**src/rtl/cpu_flags_pkg.sv**
```systemverilog
// Shared flag definitions for the ALU flag unit and the branch logic.
// Bit positions of flags_q and the leading-zero count width helper.
package cpu_flags_pkg;

  typedef struct packed {
    logic z;
    logic n;
    logic c;
    logic v;
  } flags_t;

  localparam int FLAG_Z = 3;
  localparam int FLAG_N = 2;
  localparam int FLAG_C = 1;
  localparam int FLAG_V = 0;

  function automatic int lzc_width(input int w);
    return $clog2(w + 1);
  endfunction

endpackage

```
**src/rtl/lzc_tree.sv**
```systemverilog
// Combinational leading-zero counter built as a log2 tree of 2-bit priority encoders.
// Zero latency; no flow control. all_zero doubles as the zero-result detector.
module lzc_tree
  import cpu_flags_pkg::*;
#(
  parameter int WIDTH = 32,
  localparam int LZCW = lzc_width(WIDTH)
) (
  input  logic [WIDTH-1:0] data,
  output logic [LZCW-1:0]  lzc,
  output logic             all_zero
);

  localparam int L = $clog2(WIDTH);
  localparam int P = 1 << L;

  logic [P-1:0] padded;
  logic         nz  [P];
  logic [L-1:0] cnt [P];

  always_comb begin
    // Pad below the LSB with ones so the padding never adds to the count.
    padded = '1;
    padded[P-1 -: WIDTH] = data;
    for (int i = 0; i < P; i++) begin
      nz[i]  = padded[i];
      cnt[i] = '0;
    end
    // Each level merges sibling pairs in place; node j only reads nodes >= j.
    for (int lvl = 0; lvl < L; lvl++) begin
      for (int j = 0; j < (P >> (lvl + 1)); j++) begin
        cnt[j] = nz[2*j+1] ? cnt[2*j+1] : (cnt[2*j] | (L'(1) << lvl));
        nz[j]  = nz[2*j+1] | nz[2*j];
      end
    end
    lzc      = nz[0] ? LZCW'(cnt[0]) : LZCW'(WIDTH);
    all_zero = (lzc == LZCW'(WIDTH));
  end

endmodule

```
**src/rtl/alu_flag_unit.sv**
```systemverilog
// Pipelined zero/negative/carry/overflow/lzc generator with committed flags and sticky zero.
// Latency LATENCY cycles; valid/ready pipeline, in_ready falls only when every stage is full and stalled.
module alu_flag_unit
  import cpu_flags_pkg::*;
#(
  parameter int WIDTH   = 32,
  parameter int LATENCY = 1,
  parameter int LZC_EN  = 1,
  localparam int LZCW   = lzc_width(WIDTH)
) (
  input  logic             clk,
  input  logic             rst_n,
  input  logic             in_valid,
  output logic             in_ready,
  input  logic [WIDTH-1:0] result,
  input  logic             carry_in,
  input  logic             ovf_in,
  input  logic             flags_we,
  input  logic             flush,
  input  logic             sticky_clr,
  output logic             out_valid,
  input  logic             out_ready,
  output logic             zero,
  output logic             negative,
  output logic             carry,
  output logic             overflow,
  output logic [LZCW-1:0]  lzc,
  output logic [3:0]       flags_q,
  output logic             sticky_zero
);

  localparam int LAST = LATENCY - 1;

  typedef struct packed {
    flags_t          flg;
    logic            we;
    logic [LZCW-1:0] lzc;
  } ent_t;

  ent_t [LATENCY-1:0] ent_q;
  ent_t [LATENCY-1:0] ent_d;
  logic [LATENCY-1:0] vld_q;
  logic [LATENCY-1:0] leave;
  logic [LATENCY-1:0] load;
  logic [LATENCY:0]   adv;
  logic [LZCW-1:0]    lzc_c;
  logic               zero_c;
  flags_t             flags_r;
  logic               hs;

  generate
    if (LZC_EN != 0) begin : g_lzc
      lzc_tree #(.WIDTH(WIDTH)) u_lzc (
        .data     (result),
        .lzc      (lzc_c),
        .all_zero (zero_c)
      );
    end else begin : g_nolzc
      assign lzc_c  = '0;
      assign zero_c = ~|result;
    end
  endgenerate

  // A stage can take new data when it is empty or its occupant is leaving.
  always_comb begin
    adv[LATENCY] = out_ready;
    for (int i = LATENCY - 1; i >= 0; i--) begin
      leave[i] = vld_q[i] & adv[i+1];
      adv[i]   = ~vld_q[i] | leave[i];
    end
    load[0]      = in_valid & adv[0];
    ent_d[0].flg = '{z: zero_c, n: result[WIDTH-1], c: carry_in, v: ovf_in};
    ent_d[0].we  = flags_we;
    ent_d[0].lzc = lzc_c;
    for (int i = 1; i < LATENCY; i++) begin
      load[i]  = leave[i-1];
      ent_d[i] = ent_q[i-1];
    end
  end

  assign in_ready = adv[0];

  always_ff @(posedge clk or negedge rst_n) begin
    if (!rst_n) begin
      vld_q <= '0;
      ent_q <= '0;
    end else begin
      for (int i = 0; i < LATENCY; i++) begin
        if (flush)         vld_q[i] <= 1'b0;
        else if (load[i])  vld_q[i] <= 1'b1;
        else if (leave[i]) vld_q[i] <= 1'b0;
        if (load[i]) ent_q[i] <= ent_d[i];
      end
    end
  end

  assign hs = vld_q[LAST] & out_ready;

  // Setting sticky_zero takes priority over a same-cycle clear.
  always_ff @(posedge clk or negedge rst_n) begin
    if (!rst_n) begin
      flags_r     <= '0;
      sticky_zero <= 1'b0;
    end else begin
      if (hs && ent_q[LAST].we) flags_r <= ent_q[LAST].flg;
      if (hs && ent_q[LAST].we && ent_q[LAST].flg.z) sticky_zero <= 1'b1;
      else if (sticky_clr)                             sticky_zero <= 1'b0;
    end
  end

  assign out_valid = vld_q[LAST];
  assign zero      = ent_q[LAST].flg.z;
  assign negative  = ent_q[LAST].flg.n;
  assign carry     = ent_q[LAST].flg.c;
  assign overflow  = ent_q[LAST].flg.v;
  assign lzc       = ent_q[LAST].lzc;
  assign flags_q   = flags_r;

endmodule

```
**config.mk**
```make
export PLATFORM = sky130hd
export DESIGN_NAME = alu_flag_unit
export DESIGN_NICKNAME = d
export VERILOG_FILES = /design/src/rtl/cpu_flags_pkg.sv /design/src/rtl/lzc_tree.sv /design/src/rtl/alu_flag_unit.sv
export SDC_FILE = /design/constraint.sdc
export NUM_CORES = 1
export LEC_CHECK = 0
export CAP_MARGIN = 0
export CELL_PAD_IN_SITES_DETAIL_PLACEMENT = 2
export CELL_PAD_IN_SITES_GLOBAL_PLACEMENT = 2
export CORE_ASPECT_RATIO = 1.1
export CORE_MARGIN = 1
export CORE_UTILIZATION = 23
export CTS_CLUSTER_DIAMETER = 60
export DETAILED_ROUTE_END_ITERATION = 7
export PLACE_DENSITY = 0.86
export SKIP_LAST_GASP = 1
export SYNTH_ARGS = -nofsm -noshare
export SYNTH_HDL_FRONTEND = slang
export SYNTH_SLANG_ARGS = --single-unit
```
**constraint.sdc**
```tcl
create_clock -name clk -period 3.9 [get_ports clk]
set_clock_uncertainty 0.05 [all_clocks]
set_input_delay 0.78 -clock clk [delete_from_list [all_inputs] [get_ports clk]]
set_output_delay 0.78 -clock clk [all_outputs]
set_load 0.005 [all_outputs]
```
# After elaboration in Yosys (flattened, before gate mapping)

Cells that the tools add are included.

Flip-flop bits (word level): 17

Eq/ne operators: 1
Mux-type cells: 37
Bitwise gates (word level): 35
Reductions and logical operators: 4

Operator list:

| cell               | count |
|---|---|
| $mux 5             | 8 |
| $or 1x1->1         | 32 |
| $mux 1             | 21 |
| $mux 4             | 2 |
| $eq 6x6->1 const B | 1 |
| $mux 2             | 3 |
| $mux 3             | 2 |
| $mux 6             | 1 |
| $reduce_bool 3->1  | 1 |
| $and 1x1->1        | 2 |
| $logic_and 1x1->1  | 2 |
| $reduce_bool 2->1  | 1 |
| $not 1->1          | 1 |

# Longest topological paths before layout

Gate-level depths: netlist (run 1).

Depth in word-level cells: 7
Gate-level depth with buffers: 5
Gate-level depth less buffers: 5

# Hierarchy

From an unflattened synthesis (run 1), not the netlist that was laid out.

Cells, all modules: 110
Area, all modules: 1158.6 um^2

Modules (own cells, without submodules):

| module        | times used | cells an instance | area an instance (um^2) |
|---|---|---|---|
| alu_flag_unit | 1          | 48                | 747.0 |
| lzc_tree      | 1          | 62                | 411.6 |

# Worst setup path after synthesis (run 1)

Ideal clock, no wire load.

Path type: input -> register
Start: in result[18]
End: reg ent_q (netlist bit lzc[1])
Arrival time: 1.963 ns
Path slack: 1.822 ns
Stages: 5
Buffers on the path: 0
Path through: nor4_2 nand4_2 or4_1 nor3_2 a211o_1

Cells in the longest elaborated chain, start to end: 6
Elaborated cells on any way between the ends: 10
Classes of those cells: mux: 5; bitwise: 5

Ends and longest elaborated chain:

| element                                                  | RTL line                       | source |
|---|---|---|
| start: declaration                                       | alu_flag_unit.sv:15            | `input logic [WIDTH-1:0] result,` |
| $or 1x1->1 (*)                                           | lzc_tree.sv:33                 | `nz[j] = nz[2*j+1] \| nz[2*j];` |
| $mux 5 / $or 1x1->1 (equally long branches) (4 in a row) | lzc_tree.sv:32, lzc_tree.sv:33 |  |
| $mux 6 (*)                                               | lzc_tree.sv:36                 | `lzc = nz[0] ? LZCW'(cnt[0]) : LZCW'(WIDTH);` |
| end signal: indexed assignment                           | alu_flag_unit.sv:92            | `if (load[i]) ent_q[i] <= ent_d[i];` |
| end: declaration                                         | alu_flag_unit.sv:40            | `ent_t [LATENCY-1:0] ent_q;` |

Mark *: on every way between the ends. The rest lies on a longest branch, timed or not.
A chain may end at the register's enable or synchronous reset.

# Worst setup path in the final report (run 1)

Start: in out_ready
End: out in_ready

Cells in the longest elaborated chain, start to end: 2

Ends and longest elaborated chain:

| element            | RTL line            | source |
|---|---|---|
| start: declaration | alu_flag_unit.sv:22 | `input logic out_ready,` |
| $and 1x1->1        | alu_flag_unit.sv:68 | `leave[i] = vld_q[i] & adv[i+1];` |
| $or 1x1->1         | alu_flag_unit.sv:69 | `adv[i] = ~vld_q[i] \| leave[i];` |
| end: declaration   | alu_flag_unit.sv:14 | `output logic in_ready,` |

No other way between the ends.

==> results of run 1 <==
## how the worst max path moves through the flow
stage / start / to / slack (ns) / cells past startpoint
after floorplan: result[18] / lzc[1] / 1.82 / 5
after global placement: out_ready / in_ready / 1.11 / 3
after detailed placement: out_ready / in_ready / 1.05 / 3
after CTS: out_ready / in_ready / 1.05 / 3
after global routing: out_ready / in_ready / 1.00 / 3
final: out_ready / in_ready / 1.04 / 3
## routing by layer
| metal | vias to the layer above | part of all wire (%) | global-route usage [%] |
|---|---|---|---|
| met5 | - | 0 | 0 |
| met4 | 0 | 1.5 | 6.38 |
| met3 | 4 | 7.1 | 2.97 |
| met2 | 44 | 51 | 26.2 |
| met1 | 516 | 41 | 16.7 |
| li1 | 515 | - | - |
## sequential cells by signal (all words and copies together), names as in the netlist
register,cells
sticky_zero,1
flags_q,4
zero,1
overflow,1
negative,1
ent_q,1
carry,1
lzc,6
out_valid,1
## placed cells by master, fill, tap and decap left out, types with 2 or more instances in the layout
master	n
clkbuf_8	3
clkdlybuf4s50_1	57
nand2b_1	3
inv_1	6
dfrtp_1	17
o21bai_1	3
o21ai_0	5
nor4_1	3
nor4_2	4
o31ai_1	3
a31oi_1	3
a21oi_1	8
nor2_1	10
nor2b_1	4
nor4_4	2
nand2_1	10
mux2_2	7
nor3_1	4
a21o_1	2
## cell usage after synthesis, types with 4 or more instances
master,instances
nor2b_1,4
nor3_1,4
nor4_2,4
nand2_1,10
buf_4,6
inv_1,6
a21oi_1,8
dfrtp_1,17
o21ai_0,5
mux2_2,7
nor2_1,10
## through the flow
step           cells  instance area, um^2  hold WS, ns
3_5_place_dp     216                 1650        0.415
6_report         220                 1690        0.421
4_1_cts          220                 1690        0.429
2_1_floorplan    112                 1060        0.394
3_3_place_gp     216                 1650        0.409
5_1_grt          220                 1690        0.439
## cell families after synthesis
| family | synth area share [%] |
|---|---|
| compound gates | 16.9 |
| buf+inv | 6.73 |
| flops | 40.1 |
| mux | 7.44 |
| simple gates | 28.8 |
## cell type report
cell class / count / area share, %
repair buffers: 57 / 33.7
multi-input cells: 82 / 33.2
flip-flops and latches: 17 / 25.1
well taps: 54 / 3.99
clock buffers: 4 / 2.66
inverters: 6 / 1.33
## power groups by stage
stage          clock, W  combinational (W)  sequential [W]
2_1_floorplan         0          0.0000404        0.000211
3_3_place_gp          0           0.000136        0.000209
3_5_place_dp          0           0.000142        0.000212
4_1_cts        0.000138           0.000142        0.000209
5_1_grt        0.000144           0.000152        0.000211
6_report       0.000130           0.000140        0.000209
## worst max-delay path, delay by kind of cell
kind,cells,cell delay [ns]
buffers and inverters,2,1.03
and+or+nand+nor,1,0.21
==> key figures, run 1 <==
Outcome
  • Status: completed

Die
  • Initial Util: about a quarter
  • Die span in y: 73.2 um
  • I/O pins: 58
  • Core area: approximately 0.0043 mm^2
  • DIE AREA: approximately 0.0049 mm^2
  • # rows: 25
  • Chip width: 66.7 um

Worst setup path
  • Flop-to-flop setup slack: 2.28 ns
  • Slowest stage delay, CP: 0.53 ns
  • CP arrival: 2.03 ns
  • Worst-path cell chain: clkdlybuf4s50_1, nand2b_1, clkdlybuf4s50_1
  • R2R Path End: lzc[1]
  • Most used cell along the critical path: clkdlybuf4s50_1
  • Crit path launch type: primary input
  • Required time worst endpoint: 3.07 ns
  • R2R cell count: 5
  • Worst reg2reg startpoint: out_valid
  • CP endpoint kind: output pin
  • Critical path fanouts, max: 4
  • CP Class: primary input to output pin
  • Crit-path slowest cell: clkdlybuf4s50_1

Synth
  • Ys Warns: 0
  • Synth Flop Type: dfrtp_1
  • Yosys top cell area share: 40.1%
  • Sequential share of the synthesized area: 40.1%
  • Yosys reg bits: 17
  • Syn Nets: between 150 and 200
  • Cell area after synthesis: 0.00106 mm^2
  • Avg Cell Area, Syn: between 9 and 10 um^2
  • Ys async rst share: 100%
  • Synth cell types: 30
  • Leading post-synthesis cells by cell area: dfrtp_1, mux2_2, nor4_2, buf_4, nor4_4
  • Syn Inst Count: 112
  • Post-synth EDFFs: 0
  • Post-synth top area cell: dfrtp_1

Timing
  • Final WS setup: between 1 and 1.5 ns
  • Final setup viols: 0
  • Worst-margin pin slew: 0.760 ns
  • Rel. slew slack: 49.2%
  • Slew Viols, Final: 0
  • Fmax: 350 MHz
  • Final hold violations: 0
  • Fin crit period: 2.86 ns
  • Post-route setup TNS: 0 ns
  • RSZ-0062 raised after global routing: no
  • Tcrit/Tclk final: around 73%

Clocking
  • Root Driver: clkbuf_8
  • Clock buffer depth: 2
  • Resize count post-CTS: 0
  • Worst-Skew Late Latency: 0.25 ns
  • CTS H-tree lvls: 1
  • Clock Sinks: 17
  • Hold-fix buffers, CTS: 0
  • Setup Fix Bufs, Post-CTS: 0
  • CTS tree: yes
  • Reg clk slew, reported paths: 0.06 ns
  • Inserted Clock Buffers: 3

Layout
  • Ant diodes: 0
  • Layout net count: 208
  • # fillers: 477
  • FF+latch area: 425 um^2
  • Multi-input logic area: 563 um^2
  • Share of cells above drive strength 1: 11.4%
  • Area Growth Syn to Fin: 59.9%
  • Finished Core Util: 39.0%

Placement
  • Port buffer count: 57
  • Dpl hpwl: between 2000 and 3000 um
  • Gpl congestion: 0.769
  • Setup Slack @ Placement: 1.05 ns

Detailed routing
  • Via-per-instance ratio: 4.90
  • Vias post-DR: 1,079
  • Final wirelength: 3300 um
  • Detailed Route Iter0 Violations: 36
  • TritonRoute pass-1 iters: 2
  • DRC: 0
  • Post-route ant nets: 0
  • Wire per inst: 15.0 um

Pwr
  • Psw: around 0.00012 W
  • Lkg Pwr: 0.668 nW
  • PD cells: 283 mW/mm^2
  • Sequential power share: 43.6%
  • Clock share of power: 27.2%
  • Switching share of power: 25.0%
  • Worst vdd ir: 0.000124 V
  • Int Pwr: roughly 0.00036 W
  • Total Power: approximately 0.00048 W
  • Combinational share of power: 29.2%

GRT
  • Largest net degree at the start of global routing: 18
  • GRT overflow: 0
  • Vias in the first global route: roughly 1,100
  • Gr usage total: 14.7%
  • Initial antenna violation count: 0
  • First-pass GRT wire length: 5360 um

Worst hold path
  • Hold wc startpoint: lzc[5]
  • Hold Crit Class: register to register
  • Worst Hold Path EP: lzc[5]
  • Worst Hold Depth: 1

Flow run
  • Max Cap Viol: 0
No activity file was read; power rests on OpenSTA's default activity.
==> run 2: changes to the inputs <==
- CORE_UTILIZATION: 23 -> 21
- PLACE_DENSITY: 0.86 -> 0.8
- clock period: 3.9 -> 2.9 ns (I/O delays scaled with it)
==> key figures, run 2 (synthesized netlist as in run 1, its figures left out) <==
Outcome
  • Status: completed

Timing
  • Tcrit/Tclk final: 85.2%
  • Final hold violations: 0
  • Post-route setup TNS: 0 ns
  • Fin crit period: 2.47 ns
  • Fmax: 405 MHz
  • Rel. slew slack: 46.8%
  • Slew Viols, Final: 0
  • Worst-margin pin slew: approximately 0.8 ns
  • Final setup viols: 0
  • RSZ-0062 raised after global routing: no
  • Hold WS: approximately 0.43 ns

Worst setup path
  • R2R cell count: 5
  • Worst reg2reg startpoint: out_valid
  • Flop-to-flop setup slack: ~1.3 ns
  • CP endpoint kind: output pin
  • Required time worst endpoint: about 2.3 ns
  • CP arrival: 1.84 ns
  • Critical path fanouts, max: 4
  • CP Class: primary input to output pin
  • R2R Path End: lzc[2]
  • Crit path launch type: primary input

Layout
  • Commonest non-fill, non-tap cells in the layout: clkdlybuf4s50_1, dfrtp_1, nand2_1, nor2_1, a21oi_1
  • Area Growth Syn to Fin: 60.2%
  • Max FFs per register: 6
  • Layout net count: ~210
  • Commonest non-fill, non-tap cell in the layout: clkdlybuf4s50_1
  • # fillers: between 500 and 600
  • Finished Core Util: 35.7%
  • Share of cells above drive strength 1: between 10% and 20%
  • Ant diodes: 0
  • Finished Cell Area: approximately 0.0017 mm^2

Pwr
  • Sequential power share: 43.2%
  • Int Pwr: 0.000480 W
  • Clock share of power: 27.7%
  • PD cells: 381 mW/mm^2
  • Total Power: between 0.0006 and 0.0007 W
  • Switching share of power: between 20% and 30%
  • Psw: 0.000166 W
  • Combinational share of power: between 20% and 30%
  • Lkg Pwr: 0.671 nW
  • Worst vdd ir: between 0.0001 and 0.00015 V

GRT
  • First-pass GRT wire length: 6050 um
  • Vias in the first global route: 1,213
  • GRT overflow: 0
  • Largest net degree at the start of global routing: 18
  • Initial antenna violation count: 0
  • Gr usage total: 14.1%

Worst hold path
  • Worst Hold Depth: 1
  • Hold wc startpoint: lzc[5]
  • Worst Hold Path EP: lzc[5]
  • Hold Crit Class: register to register

Placement
  • Dpl hpwl: 2990 um
  • Gpl congestion: 0.778
  • Port buffer count: 57
  • Post-DP Area: 0.00165 mm^2

Detailed routing
  • Vias post-DR: 1,069
  • Detailed Route Iter0 Violations: between 40 and 50
  • Wire per inst: 15.6 um
  • Post-route ant nets: 0
  • TritonRoute pass-1 iters: 4
  • Final wirelength: 3460 um
  • Via-per-instance ratio: 4.82
  • DRC: 0

Clocking
  • Resize count post-CTS: 0
  • Clock buffer depth: 2
  • Inserted Clock Buffers: 3
  • Hold-fix buffers, CTS: 0
  • Root Driver: clkbuf_8
  • Worst-Skew Late Latency: 0.25 ns
  • Clock Sinks: 17
  • Setup Fix Bufs, Post-CTS: 0
  • Reg clk slew, reported paths: 0.07 ns
  • CTS tree: yes
  • CTS H-tree lvls: 1

Die
  • Core area: approximately 0.0047 mm^2
  • # rows: 26
  • Initial Util: 22.3%
  • Chip width: 69.7 um
  • Die span in y: 76.5 um
  • I/O pins: 58
  • DIE AREA: 0.00533 mm^2

Flow run
  • Max Cap Viol: 0
-- run 2: power groups by stage --
stage / clock network [W] / logic (W) / registers, W
floorplan: 0 / 0.0000544 / 0.000283
global placement: 0 / 0.000183 / 0.000281
detailed placement: 0 / 0.000191 / 0.000285
CTS: 0.000186 / 0.000191 / 0.000280
global route: 0.000195 / 0.000205 / 0.000283
finish: 0.000179 / 0.000188 / 0.000279
-- run 2: metal layers --
layer	global-route usage, %	up-vias	wire length [um]
met3	2.25	3	183
met4	3.60	0	32
met5	0	-	0
li1	-	512	-
met1	16.7	508	1490
met2	26.0	46	1760
-- run 2: worst max-delay path, stage by stage --
cell             delay, ns
clkdlybuf4s50_1       0.51
nand2b_1              0.21
clkdlybuf4s50_1       0.54
-- run 2: final cells by class --
type	instances	area, um^2	area share (%)
Clock inverter	1	5.00	0.295
Clock buffer	3	41.3	2.43
Sequential cell	17	425	25.1
Tap cell	56	70.1	4.13
Inverter	6	22.5	1.33
Multi-Input combinational cell	82	563	33.2
Timing Repair Buffer	57	571	33.6
-- run 2: stage by stage --
step | cells | worst slack, ns
6_report | 222 | 0.429
4_1_cts | 222 | 0.426
3_5_place_dp | 218 | 0.279
2_1_floorplan | 112 | 1.02
5_1_grt | 222 | 0.345
3_3_place_gp | 218 | 0.336
-- run 2: worst max path at each step --
stage | slack [ns] | end | cells after the start | start
floorplan | 1.02 | lzc[1] | 5 | result[18]
global placement | 0.34 | lzc[1] | 6 | result[29]
detailed placement | 0.28 | lzc[0] | 6 | result[10]
CTS | 0.43 | in_ready | 3 | out_ready
global route | 0.34 | lzc[0] | 6 | result[10]
finish | 0.43 | in_ready | 3 | out_ready
